File: src/rtl/mult_div_unit.sv
`default_nettype none
// ============================================================================
// Module : mult_div_unit
// Iterative HI/LO unit: shift-add multiplier and restoring divider (MIPS style).
// Rev    : 1.0  initial release
// ============================================================================
module mult_div_unit #(
  parameter int WIDTH = 32
) (
  input  logic             clk,
  input  logic             rst_n,
  input  logic             start_i,
  input  logic [1:0]       op_i,
  input  logic [WIDTH-1:0] a_i,
  input  logic [WIDTH-1:0] b_i,
  input  logic             hi_we_i,
  input  logic             lo_we_i,
  input  logic [WIDTH-1:0] wdata_i,
  output logic             busy_o,
  output logic             done_o,
  output logic             div_by_zero_o,
  output logic [WIDTH-1:0] hi_o,
  output logic [WIDTH-1:0] lo_o
);

  localparam int              c_CW       = (WIDTH > 1) ? $clog2(WIDTH) : 1;
  localparam logic [c_CW-1:0] c_CNT_LAST = c_CW'(WIDTH - 1);

  localparam logic [1:0] c_IDLE = 2'd0;
  localparam logic [1:0] c_RUN  = 2'd1;
  localparam logic [1:0] c_FIX  = 2'd2;

  logic [1:0]         state_q, state_d;
  logic [c_CW-1:0]    cnt_q;
  logic               is_div_q;
  logic               neg_a_q;
  logic               neg_res_q;
  logic               bzero_q;
  logic [WIDTH-1:0]   opnd_q;
  logic [2*WIDTH-1:0] acc_q;
  logic [WIDTH-1:0]   hi_q, lo_q;
  logic               done_q, dbz_q;

  logic               w_sa, w_sb;
  logic [WIDTH-1:0]   w_amag, w_bmag;
  logic [WIDTH:0]     w_mul_sum;
  logic [WIDTH:0]     w_rem_sh;
  logic [WIDTH:0]     w_diff;
  logic [2*WIDTH-1:0] w_acc_step;
  logic [2*WIDTH-1:0] w_prod;
  logic [WIDTH-1:0]   w_quot_mag, w_rem_mag;
  logic [WIDTH-1:0]   w_quot, w_rem;
  logic [WIDTH-1:0]   w_hi_res, w_lo_res;

  // Operand conditioning: signed ops (op[0]==0) work on magnitudes.
  always_comb begin
    w_sa   = ~op_i[0] & a_i[WIDTH-1];
    w_sb   = ~op_i[0] & b_i[WIDTH-1];
    w_amag = w_sa ? -a_i : a_i;
    w_bmag = w_sb ? -b_i : b_i;
  end

  // One iteration. Multiply keeps {partial, multiplier} and shifts right;
  // divide keeps {remainder, dividend/quotient} and shifts left.
  always_comb begin
    w_mul_sum = {1'b0, acc_q[2*WIDTH-1:WIDTH]} +
                (acc_q[0] ? {1'b0, opnd_q} : {(WIDTH+1){1'b0}});
    w_rem_sh  = acc_q[2*WIDTH-1:WIDTH-1];
    w_diff    = w_rem_sh - {1'b0, opnd_q};
    if (is_div_q) begin
      if (w_diff[WIDTH])
        w_acc_step = {w_rem_sh[WIDTH-1:0], acc_q[WIDTH-2:0], 1'b0};
      else
        w_acc_step = {w_diff[WIDTH-1:0], acc_q[WIDTH-2:0], 1'b1};
    end else begin
      w_acc_step = {w_mul_sum, acc_q[WIDTH-1:1]};
    end
  end

  // With a zero divisor every step keeps rem_sh, so the remainder ends up as
  // |a|; the normal remainder sign fix then restores the raw dividend for HI.
  always_comb begin
    w_prod     = neg_res_q ? -acc_q : acc_q;
    w_quot_mag = acc_q[WIDTH-1:0];
    w_rem_mag  = acc_q[2*WIDTH-1:WIDTH];
    w_quot     = neg_res_q ? -w_quot_mag : w_quot_mag;
    w_rem      = neg_a_q ? -w_rem_mag : w_rem_mag;
    if (is_div_q) begin
      w_hi_res = w_rem;
      w_lo_res = bzero_q ? {WIDTH{1'b1}} : w_quot;
    end else begin
      w_hi_res = w_prod[2*WIDTH-1:WIDTH];
      w_lo_res = w_prod[WIDTH-1:0];
    end
  end

  always_ff @(posedge clk) begin
    if (!rst_n) state_q <= c_IDLE;
    else        state_q <= state_d;
  end

  always_comb begin
    state_d = state_q;
    case (state_q)
      c_IDLE:  if (start_i) state_d = c_RUN;
      c_RUN:   if (cnt_q == '0) state_d = c_FIX;
      c_FIX:   state_d = c_IDLE;
      default: state_d = c_IDLE;
    endcase
  end

  always_comb begin
    busy_o        = (state_q != c_IDLE);
    done_o        = done_q;
    div_by_zero_o = dbz_q;
    hi_o          = hi_q;
    lo_o          = lo_q;
  end

  always_ff @(posedge clk) begin
    if (!rst_n) begin
      cnt_q     <= '0;
      is_div_q  <= 1'b0;
      neg_a_q   <= 1'b0;
      neg_res_q <= 1'b0;
      bzero_q   <= 1'b0;
      opnd_q    <= '0;
      acc_q     <= '0;
      hi_q      <= '0;
      lo_q      <= '0;
      done_q    <= 1'b0;
      dbz_q     <= 1'b0;
    end else begin
      done_q <= 1'b0;
      dbz_q  <= 1'b0;
      case (state_q)
        c_IDLE: begin
          if (start_i) begin
            cnt_q     <= c_CNT_LAST;
            is_div_q  <= op_i[1];
            neg_a_q   <= w_sa;
            neg_res_q <= w_sa ^ w_sb;
            bzero_q   <= (b_i == '0);
            opnd_q    <= op_i[1] ? w_bmag : w_amag;
            acc_q     <= {{WIDTH{1'b0}}, (op_i[1] ? w_amag : w_bmag)};
          end else begin
            if (hi_we_i) hi_q <= wdata_i;
            if (lo_we_i) lo_q <= wdata_i;
          end
        end
        c_RUN: begin
          acc_q <= w_acc_step;
          if (cnt_q != '0) cnt_q <= cnt_q - 1'b1;
        end
        c_FIX: begin
          hi_q   <= w_hi_res;
          lo_q   <= w_lo_res;
          done_q <= 1'b1;
          dbz_q  <= is_div_q & bzero_q;
        end
        default: ;
      endcase
    end
  end

endmodule
`default_nettype wire

File: config.mk
export PLATFORM = sky130hd
export DESIGN_NAME = mult_div_unit
export DESIGN_NICKNAME = d
export VERILOG_FILES = /design/src/rtl/mult_div_unit.sv
export SDC_FILE = /design/constraint.sdc
export NUM_CORES = 1
export LEC_CHECK = 0
export CORE_MARGIN = 2
export CORE_UTILIZATION = 60
export DETAILED_ROUTE_END_ITERATION = 6
export GPL_TIMING_DRIVEN = 0
export PLACE_DENSITY = 0.93
export SYNTH_ARGS = -nofsm -noshare
export SYNTH_HDL_FRONTEND = slang
export SYNTH_SLANG_ARGS = --single-unit
File: constraint.sdc
create_clock -name clk -period 11 [get_ports clk]
set_clock_uncertainty 0.15 [all_clocks]
set_input_delay 1.1 -clock clk [delete_from_list [all_inputs] [get_ports clk]]
set_output_delay 1.1 -clock clk [all_outputs]
set_load 0.03 [all_outputs]
==> flow_summary.rst <==
.. list-table::
   :header-rows: 1

   * - Metric
     - Value
   * - Run status
     - finished with violations
   * - Violations in the final reports
     - design-rule violations
   * - Finish-stage setup viols
     - 0
   * - Post-Synthesis Net Count
     - 2,095
   * - Drt wl/cell
     - 23.5 µm
   * - Final number of hold-violating endpoints
     - 0
   * - Cell repeated most along the worst path
     - sky130_fd_sc_hd__o31ai_1
   * - Type of the worst min-delay path
     - reg -> reg
   * - Max-cap violations
     - 0
   * - Crit-path slowest cell
     - sky130_fd_sc_hd__o31ai_1
   * - Top post-synthesis cells by area
     - sky130_fd_sc_hd__dfxtp_1, sky130_fd_sc_hd__a21oi_1, sky130_fd_sc_hd__xnor2_1
   * - Final period util
     - 46.6%
   * - Cell at the root of the clock tree
     - sky130_fd_sc_hd__clkbuf_16
   * - Proportion of synthesized chip area in sequential cells
     - 24.1%
   * - Category of the worst setup path launch point
     - register
   * - Syn avg cell area
     - 7.49 µm²
   * - Worst Hold Path Cells
     - 2
   * - Crit-path max FO
     - 10
   * - Via count of the first global-routing pass
     - 15.3k
   * - Clock-pin slew of the registers on the worst-case setup and hold paths
     - 0.08 ns
   * - Cell area after synthesis
     - 0.0144 mm²
   * - Crit path arrival time
     - 5.34 ns
   * - Switching power
     - 0.920 mW
   * - First DRT Iteration DRCs
     - 2,183
   * - Number of inserted filler cells in the final layout
     - 1,842
   * - CTS Hold Bufs
     - 0
   * - Floorplan die area
     - 0.0252 mm²
   * - Combinational share of power
     - 38.7%
   * - Post-synthesis sequential element count
     - 173
   * - DRT Wirelength
     - 57,400 µm
   * - Leakage dissipation
     - 6.32 nW
   * - Global routing usage summed across all routing layers
     - 44.2%
   * - Total count of max-transition violations in the final report
     - 0
   * - Via count of the routed design
     - 16.4k
   * - Ys async rst share
     - 0%
   * - Half-perimeter wire length of the detailed placement result
     - 44,900 µm
   * - Most frequent cell after synthesis
     - sky130_fd_sc_hd__a21oi_1
   * - Overall die width
     - 159 µm
   * - Peak supply drop
     - 96.8 µV
   * - Smallest hold slack
     - 0.308 ns
   * - Number of placed instances, taps included
     - 2,407
   * - Synthesized instance count
     - 1,920
   * - Commonest cells in the netlist
     - sky130_fd_sc_hd__a21oi_1, sky130_fd_sc_hd__nor2_1, sky130_fd_sc_hd__nand2_1
   * - First-pass GRT wire length
     - 87,800 µm
   * - Clock buffer depth
     - 2
   * - WP buf/inv
     - 2
   * - R2r worst-path depth
     - 14
   * - Dominant synthesized flop cell
     - sky130_fd_sc_hd__dfxtp_1
   * - Highest clock frequency the design can meet
     - 195 MHz
   * - Clock network fraction of design power
     - 28.6%
   * - Cell taking the most area after synthesis
     - sky130_fd_sc_hd__dfxtp_1
   * - Top cell type's share of synthesized area
     - 24.1%
   * - IO buf count
     - 167
   * - # IOs
     - 170
   * - Number of nets in the final layout
     - 2,282
   * - Maximum cell stage delay along the critical path
     - 0.89 ns
   * - Total inserted antenna cells
     - 0
   * - Last weighted congestion value of the routability-driven placer
     - 1.05
   * - R2r startpoint
     - acc_q[0]
   * - Number of cells upsized or downsized after cts
     - 0
   * - Unique masters post-synth
     - 82
   * - Worst reg2reg path endpoint
     - acc_q[62]
   * - Initial DRT Pass Iterations
     - 7
   * - Count of nets left with antenna violations after detail routing
     - 0
   * - Number of CTS-inserted buffers
     - 17
   * - Time the final worst path needs with I/O delays and setup
     - 5.13 ns
   * - Routed via count divided by cell count
     - 6.74
   * - Worst setup path endpoint
     - acc_q[62]
   * - Nature of the critical path endpoint
     - register
   * - Initial Util
     - 61.3%
   * - Initial antenna violation count
     - 0
   * - H-Tree Level Count
     - 4
   * - Worst Tran Pin Value
     - 1.13 ns
   * - Post-synth EDFFs
     - 0
   * - Critical path depth
     - 14
   * - Synth warnings
     - 0
   * - Syn-to-layout area delta
     - 18.8%
   * - Clk_lat worst skew
     - 0.46 ns
   * - Required time reported for the critical path endpoint
     - 11.21 ns
   * - DRC viols
     - 5
   * - Worst relative slew slack
     - 24.7%
   * - Placeable core area
     - 0.0235 mm²
   * - Power per unit of standard cell area
     - 132 mW/mm²
   * - Slack of the worst reg-to-reg path
     - 5.87 ns
   * - Largest net degree at the start of global routing
     - 20
   * - Final cell count without fillers
     - 2,439
   * - Category of cells accounting for the largest share of critical-path delay
     - compound AO/OA/AOI/OAI gates
   * - Critical path launch point
     - acc_q[0]
   * - CTS tree
     - done
   * - Share of layout cells above drive strength 1
     - 4.53%
   * - CTS sink count
     - 173
   * - Sequential power share
     - 32.7%
   * - Cell internal pwr
     - 1.34 mW
   * - Standard-cell row count
     - 56
   * - Sequence of cells on the critical path
     - inv_1 > clkbuf_1 > nor2_1 > ha_1 > o211ai_1 > o21ai_0 > o31ai_1 > o21a_1 > o31ai_1 > a31oi_1 > o21ai_0 > xor2_1 > nor2_1 > o31ai_1
   * - Chip height
     - 159 µm
   * - Residual overflow from global routing
     - 0
   * - Type of the worst setup path
     - reg -> reg
   * - Sw Ratio
     - 40.7%
   * - Setup fix buffers added after clock tree synthesis
     - 0
   * - Setup repair after global routing missed its margin
     - no
   * - Setup TNS
     - 0 ns
==> cell type report <==
cell class / count / area (µm²) / area share (%)
clock inverter: 15 / 199 / 1.16
inverter: 66 / 248 / 1.45
buffer: 132 / 543 / 3.18
timing repair buffer: 168 / 1680 / 9.82
tap: 319 / 399 / 2.34
clock buffer: 17 / 425 / 2.49
sequential: 173 / 3460 / 20.3
multi-input combinational: 1549 / 10100 / 59.3
==> registers in the layout, indices dropped and copies added (netlist names) <==
| name | flops |
|---|---|
| acc_q | 64 |
| state_q | 2 |
| neg_a_q | 1 |
| div_by_zero_o | 1 |
| is_div_q | 1 |
| hi_o | 32 |
| cnt_q | 5 |
| bzero_q | 1 |
| opnd_q | 32 |
| neg_res_q | 1 |
| done_o | 1 |
| lo_o | 32 |
==> power by group through the flow <==
| stage | Clock, mW | Combinational (mW) | Sequential [mW] |
|---|---|---|---|
| after global placement | 0 | 0.821 | 0.744 |
| after floorplan | 0 | 0.545 | 0.755 |
| after CTS | 0.636 | 0.842 | 0.733 |
| after global routing | 0.660 | 0.929 | 0.740 |
| final | 0.647 | 0.875 | 0.738 |
| after detailed placement | 0 | 0.834 | 0.747 |
==> how the worst min path moves through the flow <==
stage / to / start / slack, ns
2_1_floorplan: opnd_q[19] / opnd_q[19] / 0.28
3_3_place_gp: lo_o[8] / lo_o[8] / 0.29
3_5_place_dp: lo_o[4] / lo_o[4] / 0.30
4_1_cts: lo_o[4] / lo_o[4] / 0.31
5_1_grt: lo_o[4] / lo_o[4] / 0.33
6_report: opnd_q[4] / opnd_q[4] / 0.31
==> kinds of logic after synthesis <==
group / share of synthesized area [%]
buf+inv: 5.50
mux: 6.29
flops: 24.1
simple gates: 19.1
compound gates: 28.2
fa+ha+maj: 6.37
xor+xnor: 10.5
==> cells in the final DEF, fill, tap and decap left out, types with 6 or more instances in the layout <==
| cell type | count |
|---|---|
| sky130_fd_sc_hd__a21oi_1 | 218 |
| sky130_fd_sc_hd__nor2_1 | 194 |
| sky130_fd_sc_hd__nand2_1 | 191 |
| sky130_fd_sc_hd__dfxtp_1 | 173 |
| sky130_fd_sc_hd__clkdlybuf4s50_1 | 167 |
| sky130_fd_sc_hd__o21ai_0 | 137 |
| sky130_fd_sc_hd__clkbuf_1 | 111 |
| sky130_fd_sc_hd__xnor2_1 | 110 |
| sky130_fd_sc_hd__ha_1 | 70 |
| sky130_fd_sc_hd__mux2i_1 | 69 |
| sky130_fd_sc_hd__inv_1 | 64 |
| sky130_fd_sc_hd__xor2_1 | 60 |
| sky130_fd_sc_hd__a211oi_1 | 52 |
| sky130_fd_sc_hd__o221ai_1 | 39 |
| sky130_fd_sc_hd__nand3_1 | 33 |
| sky130_fd_sc_hd__nor3_1 | 30 |
| sky130_fd_sc_hd__o211ai_1 | 27 |
| sky130_fd_sc_hd__o31ai_1 | 26 |
| sky130_fd_sc_hd__a21o_1 | 22 |
| sky130_fd_sc_hd__nand2b_1 | 20 |
| sky130_fd_sc_hd__or3_1 | 20 |
| sky130_fd_sc_hd__nor2b_1 | 20 |
| sky130_fd_sc_hd__mux2_2 | 19 |
| sky130_fd_sc_hd__a31oi_1 | 19 |
| sky130_fd_sc_hd__clkbuf_16 | 17 |
| sky130_fd_sc_hd__o21a_1 | 13 |
| sky130_fd_sc_hd__a22oi_1 | 13 |
| sky130_fd_sc_hd__or4_1 | 12 |
| sky130_fd_sc_hd__nand4_1 | 10 |
| sky130_fd_sc_hd__nor4_1 | 10 |
| sky130_fd_sc_hd__buf_1 | 10 |
| sky130_fd_sc_hd__o41ai_1 | 9 |
| sky130_fd_sc_hd__and2_1 | 8 |
| sky130_fd_sc_hd__a311oi_1 | 8 |
| sky130_fd_sc_hd__and3_1 | 7 |
| sky130_fd_sc_hd__o21bai_1 | 6 |
| sky130_fd_sc_hd__a221oi_1 | 6 |
==> metrics by stage <==
| step | total power [mW] | worst slack, ns | utilization [%] | cell area [µm²] |
|---|---|---|---|---|
| 6_report | 2.26 | 5.87 | 72.8 | 17100 |
| 5_1_grt | 2.33 | 5.82 | 72.8 | 17100 |
| 4_1_cts | 2.21 | 6.15 | 72.8 | 17100 |
| 3_5_place_dp | 1.58 | 6.19 | 70.1 | 16500 |
| 3_3_place_gp | 1.56 | 5.92 | 70.1 | 16500 |
| 2_1_floorplan | 1.30 | 7.39 | - | 14400 |
==> routing by layer <==
layer	vias up	wire length [µm]	global-route usage, %
li1	7342	-	-
met1	7524	22800	59.4
met2	1323	23500	65.8
met3	254	7340	9.30
met4	0	3810	25.2
met5	-	0	0
==> worst reg2reg max path, cell delays in order (launching register included) <==
cell                       delay [ns]
sky130_fd_sc_hd__dfxtp_1         0.45
sky130_fd_sc_hd__inv_1           0.34
sky130_fd_sc_hd__clkbuf_1        0.48
sky130_fd_sc_hd__nor2_1          0.12
sky130_fd_sc_hd__ha_1            0.37
sky130_fd_sc_hd__o211ai_1        0.10
sky130_fd_sc_hd__o21ai_0         0.44
sky130_fd_sc_hd__o31ai_1         0.20
sky130_fd_sc_hd__o21a_1          0.27
sky130_fd_sc_hd__o31ai_1         0.89
sky130_fd_sc_hd__a31oi_1         0.27
sky130_fd_sc_hd__o21ai_0         0.49
sky130_fd_sc_hd__xor2_1          0.19
sky130_fd_sc_hd__nor2_1          0.06
sky130_fd_sc_hd__o31ai_1         0.23
(Power assumes the default switching activity.)
